## config.mk

```make
export PLATFORM = sky130hd
export DESIGN_NAME = opseq_driver
export DESIGN_NICKNAME = d
export VERILOG_FILES = /design/src/rtl/opseq_driver.sv
export SDC_FILE = /design/constraint.sdc
export NUM_CORES = 1
export LEC_CHECK = 0
export CORE_MARGIN = 2
export CORE_UTILIZATION = 51
export CTS_CLUSTER_SIZE = 16
export DETAILED_ROUTE_END_ITERATION = 10
export PLACE_DENSITY = 0.82
export SYNTH_ARGS = -nofsm -noshare
export SYNTH_HDL_FRONTEND = slang
export SYNTH_SLANG_ARGS = --single-unit
export TNS_END_PERCENT = 5
```

## constraint.sdc

```tcl
create_clock -name clock -period 5.68 [get_ports clock]
set_clock_uncertainty 0.05 [all_clocks]
set_input_delay 1.704 -clock clock [delete_from_list [all_inputs] [get_ports clock]]
set_output_delay 1.704 -clock clock [all_outputs]
set_load 0.01 [all_outputs]
```

## src/rtl/opseq_driver.sv

```systemverilog
// opseq_driver: sequences a four-operand request onto start/din and returns the datapath result.
module opseq_driver #(
  parameter int WIDTH   = 8,
  parameter int TIMEOUT = 8,
  parameter int CNT_W   = 16
) (
  input  logic               clock,
  input  logic               rst,
  input  logic               req_valid,
  output logic               req_ready,
  input  logic [4*WIDTH-1:0] req_ops,
  output logic               start,
  output logic [WIDTH-1:0]   din,
  input  logic               dp_valid,
  input  logic [WIDTH-1:0]   dp_result,
  output logic               rsp_valid,
  input  logic               rsp_ready,
  output logic [WIDTH-1:0]   rsp_data,
  output logic               rsp_err,
  output logic               proto_err,
  output logic [CNT_W-1:0]   ops_done
);
  localparam int TW = $clog2(TIMEOUT + 1);
  typedef enum logic [2:0] {IDLE, DRV_A, DRV_B, DRV_C, DRV_D, WAIT_VALID, RESP} state_t;
  state_t state, state_n;
  logic [4*WIDTH-1:0] ops;
  logic [TW-1:0] cnt;
  logic timeout;
  assign timeout = cnt == TW'(TIMEOUT - 1);
  always_comb begin
    state_n   = state;
    req_ready = state == IDLE && !rst;
    start     = state == DRV_A;
    rsp_valid = state == RESP;
    din = state == DRV_A ? ops[4*WIDTH-1 -: WIDTH] :
          state == DRV_B ? ops[3*WIDTH-1 -: WIDTH] :
          state == DRV_C ? ops[2*WIDTH-1 -: WIDTH] :
          state == DRV_D ? ops[WIDTH-1:0] : '0;
    case (state)
      IDLE:       state_n = req_valid ? DRV_A : IDLE;
      DRV_A:      state_n = DRV_B;
      DRV_B:      state_n = DRV_C;
      DRV_C:      state_n = DRV_D;
      DRV_D:      state_n = WAIT_VALID;
      WAIT_VALID: state_n = (dp_valid || timeout) ? RESP : WAIT_VALID;
      RESP:       state_n = rsp_ready ? IDLE : RESP;
      default:    state_n = IDLE;
    endcase
  end
  always_ff @(posedge clock) begin
    if (rst) begin
      state     <= IDLE;
      ops       <= '0;
      cnt       <= '0;
      rsp_data  <= '0;
      rsp_err   <= 1'b0;
      proto_err <= 1'b0;
      ops_done  <= '0;
    end else begin
      state <= state_n;
      if (req_valid && req_ready) ops <= req_ops;
      if (dp_valid && state != WAIT_VALID) proto_err <= 1'b1;
      // a real result takes priority over a timeout landing in the same cycle
      if (state == WAIT_VALID) begin
        cnt <= cnt + 1'b1;
        if (dp_valid) begin
          rsp_data <= dp_result;
          rsp_err  <= 1'b0;
        end else if (timeout) begin
          rsp_data <= '0;
          rsp_err  <= 1'b1;
        end
      end
      if (state == RESP && rsp_ready) begin
        ops_done <= ops_done + 1'b1;
        cnt      <= '0;
      end
    end
  end
endmodule

```

# Yosys cells after proc, flatten, opt, wreduce, memory -nomap -nowiden
# Index checks and enable logic that the tools add are counted.
[word_totals]
register_bits = 65
in_bits = 45
elab_cells = 39
[op_classes]
addsub = 2
eq_ne = 8
n_mux = 12
n_reduce_logical = 10
[ops]
columns = ["cell", "n"]
rows = [
  ["8-bit two-way mux", 6],
  ["3-bit one-hot mux with 7 select lines", 1],
  ["16-bit by 1-bit adder with 16-bit output, second input constant", 1],
  ["3-bit == test, second input constant", 3],
  ["3-bit by 2-bit == test with 1-bit output, second input constant", 2],
  ["4-bit by 1-bit adder with 4-bit output, second input constant", 1],
  ["4-bit by 3-bit == test with 1-bit output, second input constant", 1],
  ["1-bit logical AND", 4],
  ["3-bit by 1-bit == test with 1-bit output, second input constant", 1],
  ["3-bit zero test", 1],
  ["1-bit two-way mux", 3],
  ["3-bit two-way mux", 1],
  ["3-bit inequality test, second input constant", 1],
  ["2-bit two-way mux", 1],
  ["2-bit AND reduction", 1],
  ["2-bit nonzero test", 1],
  ["2-bit OR reduction", 1],
  ["1-bit zero test", 1],
  ["1-bit logical OR", 1],
]

# Depth between registers and ports, before layout
# Gate-level depths: netlist of run 1.
[logic_depth]
word_depth = 5
depth_mapped = 7

# Least setup slack after synthesis of run 1
# OpenSTA, ideal clock, no wires.
[synth_timing]
kind = "input -> output"
from = "in rst"
to = "out req_ready"
arrival_time_ps = 2440
required_time_ps = 3926
slack_ps = 1486
path_stages = 3
path_buffers = 2
cell_sequence = "clkbuf_1 > buf_1 > nor4_1"
[synth_between]
elab_chain_cells = 2
[synth_rtl]
columns = ["element", "line", "text"]
rows = [
  ["start: declaration", "8", "input logic rst,"],
  ["1-bit zero test", "32", "req_ready = state == IDLE && !rst;"],
  ["1-bit logical AND", "32", ""],
  ["end: declaration", "10", "output logic req_ready,"],
]
# No other way between the ends.

# Worst setup path in the final report of run 1
[layout_timing]
from = "reg state[1]"
to = "out din[2]"
[layout_between]
elab_chain_cells = 5
elab_cells_between_ends = 8
[layout_rtl]
columns = ["element", "line", "text"]
rows = [
  ["start: declaration", "25", "state_t state, state_n;"],
  ["start signal: assignment", "60", "state <= state_n;"],
  ["3-bit == test", "38", "state == DRV_D ? ops[WIDTH-1:0] : '0;"],
  ["8-bit two-way mux", "38", ""],
  ["8-bit two-way mux", "37", "state == DRV_C ? ops[2*WIDTH-1 -: WIDTH] :"],
  ["8-bit two-way mux", "36", "state == DRV_B ? ops[3*WIDTH-1 -: WIDTH] :"],
  ["8-bit two-way mux (*)", "35", "din = state == DRV_A ? ops[4*WIDTH-1 -: WIDTH] :"],
  ["end: declaration", "13", "output logic [WIDTH-1:0] din,"],
]
# Mark *: on every way between the ends. The rest lies on a longest branch, timed or not.

==> impl_metrics.csv, run 1 <==
group,metric,value,unit
status,outcome,"complete, no violations",
critical_path,start_kind,"register",
yosys,synth_largest_area_cell,"dfxtp_1",
place,place_ws,1.23,ns
pwr,cellPowerDensity,300,nW/µm²
clocking,root_buffer,"clkbuf_8",
yosys,yosys.area.top_type_share,45.9,%
clocking,path_clk_slew,0.07,ns
clocking,post_cts_buffers,0,
critical_path,crit_family,"flip-flops",
yosys,synth_seq_cells,65,
route,drc,0,
final_layout,fin_nets,471,
critical_path,cpPeakStageDelay,1.05,ns
flow_run,max_cap_viol_count,0,
sta,final.setup.tns,0,ns
clocking,clk_latency,0.34,ns
clocking,cts_tree,"yes",
global_routing,grt_max_degree,67,
sta,rsz0062_at_grt,"no",
critical_path,path_max_fanout,31,
yosys,ys_seq_area_share,45.9,%
place,hpwl,4650,µm
die,initial_core_util,52.1,%
critical_path,criticalPathCategory,"reg -> out",
min_path,worstHoldPathCells,2,
place,routabilityCongestion,0.820,
route,vias,2711,
sta,fmax,0.217,GHz
global_routing,first_global_vias,2558,
yosys,syn_avg_cell_area,7.96,µm²
critical_path,critical_path_depth,5,
sta,whs,0.405,ns
route,ant_nets,0,
min_path,hold_class,"reg -> reg",
critical_path,reg2reg_to,"ops_done[14]",
yosys,ys_types,39,
sta,worstMarginPinSlew,1.12,ns
die,die_height,78.6,µm
critical_path,cpMostUsedCell,"a21oi_1",
sta,setup_viol,0,
final_layout,area_growth,34.5,%
global_routing,grt_overflow,0,
critical_path,crit_path_end_kind,"primary output",
clocking,post_cts_resized,0,
clocking,clkSinkCount,65,
critical_path,worstSetupEndpoint,"din[2]",
final_layout,insertedDiodeCount,0,
critical_path,cp-startpoint,"state[1]",
die,core-area,5440,µm²
yosys,syn_nets,403,
critical_path,r2r-start,"state[1]",
final_layout,drive_above_1_share,6.29,%
place,io_buffers,81,
yosys,synthTopCellsByArea,"dfxtp_1 46%, a21oi_1 10%, nand2_1 9.7%, nor2_1 3.4%, a22oi_1 2.9%",
route,wl_per_cell,13.8,µm
sta,fin_ws,1.06,ns
final_layout,layout_common_cells,"80 x clkdlybuf4s50_1, 73 x nand2_1, 65 x dfxtp_1",
critical_path,cp_num_buf_inv,1,
clocking,h-tree-depth,3,
pwr,ir_drop,0.193,mV
yosys,postSynthCellCount,356,
sta,hold_viol,0,
die,ios,82,
critical_path,worstPathArrival,2.86,ns
global_routing,grt.total_usage,22.9,%
die,die_area,6170,µm²
final_layout,final_common_cell,"clkdlybuf4s50_1",
clocking,numCtsBuffers,9,
yosys,syn_area,2840,µm²
global_routing,grt_pass1_wl,11300,µm
critical_path,crit_slowest_cell,"dfxtp_1",
sta,post-route-period-util,81.3,%
sta,min_period,4.62,ns
pwr,p_leak,1.35,nW
die,rows,27,
route,drt_iter0_markers,166,
clocking,clockBufferDepth,2,
yosys,ys_warn_count,0,
global_routing,antenna_found_initial,0,
route,via_per_inst,5.41,
critical_path,critical_path_required,3.93,ns
critical_path,reg2reg_depth,4,
critical_path,path_cells,"a21oi_1 -> a311oi_1 -> o21ai_0 -> a21oi_1 -> clkdlybuf4s50_1",
sta,slew_viol_final,0,
critical_path,regToRegSetupSlack,2.93,ns
clocking,cts_hold_buf,0,
sta,slew_headroom,25.6,%
route,dr.pass1.iters,4,
die,die_w,78.6,µm
route,finalWirelength,6890,µm
==> area by class of cell <==
cell class	instances	area, µm²
well taps	72	90.1
clock buffers	13	159
flip-flops and latches	65	1300
repair buffers	83	821
multi-input cells	256	1390
inverters	9	33.8
fillers	457	1630
clock inverters	3	15.0
==> registers in the layout, indices dropped and copies added (netlist names) <==
signal,count
ops_done,16
rsp_data,8
proto_err,1
rsp_err,1
state,3
cnt,4
ops,32
==> power by group <==
| group | switching (mW) | total (mW) | internal, mW |
|---|---|---|---|
| clock | 0.169 | 0.349 | 0.180 |
| combinational | 0.132 | 0.252 | 0.120 |
| sequential | 0.0474 | 0.540 | 0.493 |
==> tightest hold or removal path: cells and delay by family (launching register included) <==
family	cells	cell delay, ns
AO/OA/AOI/OAI	1	0.05
flip-flops	1	0.31
AND/OR/NAND/NOR	1	0.05
==> cells in the mapped netlist, drive strengths merged <==
cell type  count
a21oi         57
nor2b          5
mux2           6
a211oi         2
nor4           5
and3b          1
inv            9
xnor2          6
a311oi         5
nand4b         2
and3           1
or4            2
ha             2
xor2           4
mux2i          1
nand4          2
o31ai          1
o211ai         1
or3            3
nor3           5
o21ai         13
o211a          1
nand2b         3
nand3         11
a22oi         11
clkbuf        19
nand2         73
a21o           1
and2           1
nor3b          2
a221oi         1
a31o           2
buf            7
dfxtp         65
nor2          26
==> stage by stage <==
stage	utilization [%]	instances	instance area, µm²	total power [mW]
after floorplan	-	356	2840	0.702
final	70.1	501	3810	1.14
after detailed placement	66.9	485	3640	0.803
after CTS	70.1	501	3810	1.15
after global routing	70.1	501	3810	1.21
after global placement	66.9	485	3640	0.794
==> how the worst min path moves through the flow <==
stage / slack, ns / from / to
4_1_cts: 0.41 / ops[13] / ops[13]
3_3_place_gp: 0.39 / ops[13] / ops[13]
6_report: 0.41 / ops[13] / ops[13]
5_1_grt: 0.42 / ops[16] / ops[16]
3_5_place_dp: 0.40 / ops[13] / ops[13]
2_1_floorplan: 0.38 / ops[12] / ops[12]
==> per-layer routing <==
metal | up-vias | GRT usage, % | part of all wire [%]
met5 | - | 0 | 0
met4 | 0 | 8.42 | 1.4
met3 | 11 | 6.55 | 5.5
met2 | 78 | 38.9 | 50
met1 | 1260 | 27.6 | 43
li1 | 1362 | - | -
==> logic make-up after synthesis <==
family                     Yosys count  synth area share, %
AOI/OAI and AO/OA                   95                 19.4
xor gates and xnor gates            10                 3.09
adders and majority gates            2                0.882
buffers and inverters               35                 4.99
DFF                                 65                 45.9
muxes                                7                 2.74
and+or+nand+nor                    142                 23.0
(Power assumes the default switching activity.)
==> run 2: changes to the inputs <==
--- a/config.mk
+++ b/config.mk
@@ -6,10 +6,10 @@
 export NUM_CORES = 1
 export LEC_CHECK = 0
 export CORE_MARGIN = 2
-export CORE_UTILIZATION = 51
+export CORE_UTILIZATION = 43
 export CTS_CLUSTER_SIZE = 16
 export DETAILED_ROUTE_END_ITERATION = 10
-export PLACE_DENSITY = 0.82
+export PLACE_DENSITY = 0.73
 export SYNTH_ARGS = -nofsm -noshare
 export SYNTH_HDL_FRONTEND = slang
 export SYNTH_SLANG_ARGS = --single-unit
==> constraint.sdc (replaced) <==
create_clock -name clock -period 3.85 [get_ports clock]
set_clock_uncertainty 0.05 [all_clocks]
set_input_delay 1.155 -clock clock [delete_from_list [all_inputs] [get_ports clock]]
set_output_delay 1.155 -clock clock [all_outputs]
set_load 0.01 [all_outputs]
==> impl_metrics.csv, run 2 (synthesized netlist as in run 1, its figures left out) <==
group,metric,value,unit
status,outcome,"complete, no violations",
final_layout,layout_common_cells,"80 x clkdlybuf4s50_1, 73 x nand2_1, 64 x dfxtp_1",
critical_path,r2r-start,"state[0]",
critical_path,path_cells,"a21oi_1 -> a311oi_1 -> o21ai_0 -> a21oi_1 -> clkdlybuf4s50_1",
route,drt_iter0_markers,107,
die,die_w,85.2,µm
place,hpwl,4870,µm
final_layout,finalInstanceArea,3870,µm²
final_layout,insertedDiodeCount,0,
route,vias,2671,
die,rows,29,
final_layout,final_common_cell,"clkdlybuf4s50_1",
sta,setup_viol,0,
critical_path,start_kind,"register",
sta,slew_headroom,48.0,%
clocking,post_cts_resized,0,
global_routing,grt_overflow,0,
critical_path,reg2reg_to,"ops_done[14]",
sta,final.setup.tns,0,ns
final_layout,regMostFlops,"ops",
route,wl_per_cell,13.6,µm
sta,slew_viol_final,0,
critical_path,cpMostUsedCell,"a21oi_1",
sta,rsz0062_at_grt,"no",
place,io_buffers,81,
pwr,cellPowerDensity,451,nW/µm²
sta,worstMarginPinSlew,0.777,ns
clocking,root_buffer,"clkbuf_8",
route,dr.pass1.iters,4,
critical_path,reg2reg_depth,5,
route,drc,0,
route,via_per_inst,5.23,
pwr,p_leak,1.38,nW
global_routing,first_global_vias,2484,
clocking,post_cts_buffers,0,
clocking,clk_latency,0.33,ns
sta,fmax,0.283,GHz
clocking,path_clk_slew,0.07,ns
global_routing,grt_max_degree,67,
critical_path,criticalPathCategory,"reg -> out",
sta,hold_viol,0,
pwr,p_int,1.23,mW
pwr,ir_drop,0.262,mV
die,die_area,7260,µm²
pwr,power_frac_clock,32.2,%
route,finalWirelength,6970,µm
pwr,p_sw_share,29.4,%
die,initial_core_util,44.7,%
flow_run,max_cap_viol_count,0,
critical_path,regToRegSetupSlack,1.53,ns
min_path,worstHoldPathCells,2,
pwr,p_switching,0.513,mW
min_path,hold_path_end,"ops[24]",
clocking,numCtsBuffers,9,
die,die_height,85.2,µm
pwr,power_frac_seq,44.7,%
final_layout,reg.largest.list,"ops (32), ops_done (16), rsp_data (8)",
final_layout,largest_reg_flops,32,
critical_path,crit_path_end_kind,"primary output",
die,ios,82,
clocking,cts_hold_buf,0,
min_path,min_from,"ops[24]",
place,place_ws,0.437,ns
min_path,hold_class,"reg -> reg",
final_layout,fin_nets,476,
final_layout,area_growth,36.6,%
place,placed_area,3680,µm²
critical_path,crit_slowest_cell,"dfxtp_1",
critical_path,cpPeakStageDelay,0.65,ns
clocking,clkSinkCount,65,
place,routabilityCongestion,0.809,
sta,min_period,3.54,ns
sta,fin_ws,0.312,ns
global_routing,antenna_found_initial,0,
critical_path,path_max_fanout,17,
critical_path,worstPathArrival,2.33,ns
sta,post-route-period-util,91.9,%
global_routing,grt.total_usage,19.9,%
critical_path,critical_path_required,2.64,ns
clocking,clockBufferDepth,2,
die,core-area,6350,µm²
clocking,cts_tree,"yes",
final_layout,drive_above_1_share,7.37,%
pwr,pwr-share-comb,23.0,%
route,ant_nets,0,
global_routing,grt_pass1_wl,11600,µm
clocking,h-tree-depth,3,
[run 2: final cells by class]
class                      instances  area [µm²]
clock buffer                      13         149
clock inverter                     3        40.0
fill                             573        2480
inverter                           9        33.8
multi-input combinational        256        1390
sequential                        65        1300
tap                               77        96.3
timing repair buffer              88         858
[run 2: per-layer routing]
layer / vias to the layer above / track usage, % / routed length [µm]
met5: - / 0 / 0
met4: 0 / 4.76 / 38
met3: 5 / 5.74 / 330
met2: 57 / 33.8 / 3500
met1: 1241 / 25.0 / 3100
li1: 1368 / - / -
[run 2: through the flow]
stage | power [mW] | hold WS (ns) | util, % | std cells
6_report | 1.75 | 0.402 | 61.0 | 511
4_1_cts | 1.76 | 0.407 | 61.0 | 511
2_1_floorplan | 1.04 | 0.383 | - | 356
3_3_place_gp | 1.19 | 0.393 | 58.0 | 495
5_1_grt | 1.84 | 0.427 | 61.0 | 511
3_5_place_dp | 1.19 | 0.394 | 58.0 | 495
[run 2: worst max-delay path by stage]
stage | from | end | slack (ns) | depth (start not counted)
final | state[0] | din[2] | 0.31 | 5
after global routing | state[0] | din[0] | 0.12 | 5
after CTS | state[1] | din[1] | 0.23 | 5
after detailed placement | rst | req_ready | 0.44 | 3
after global placement | rst | req_ready | 0.43 | 3
after floorplan | rst | req_ready | 0.75 | 3
[run 2: critical path, delay by kind of cell, from the launching register on]
family,cells,cell delay (ns)
AO/OA/AOI/OAI,4,0.78
flip-flops,1,0.65
buffers and inverters,1,0.56
[run 2: power by group through the flow]
stage	Combinational [mW]	Sequential (mW)	Clock (mW)
5_1_grt	0.448	0.789	0.607
3_3_place_gp	0.396	0.792	0
3_5_place_dp	0.400	0.794	0
4_1_cts	0.403	0.779	0.573
6_report	0.402	0.781	0.563
2_1_floorplan	0.270	0.765	0
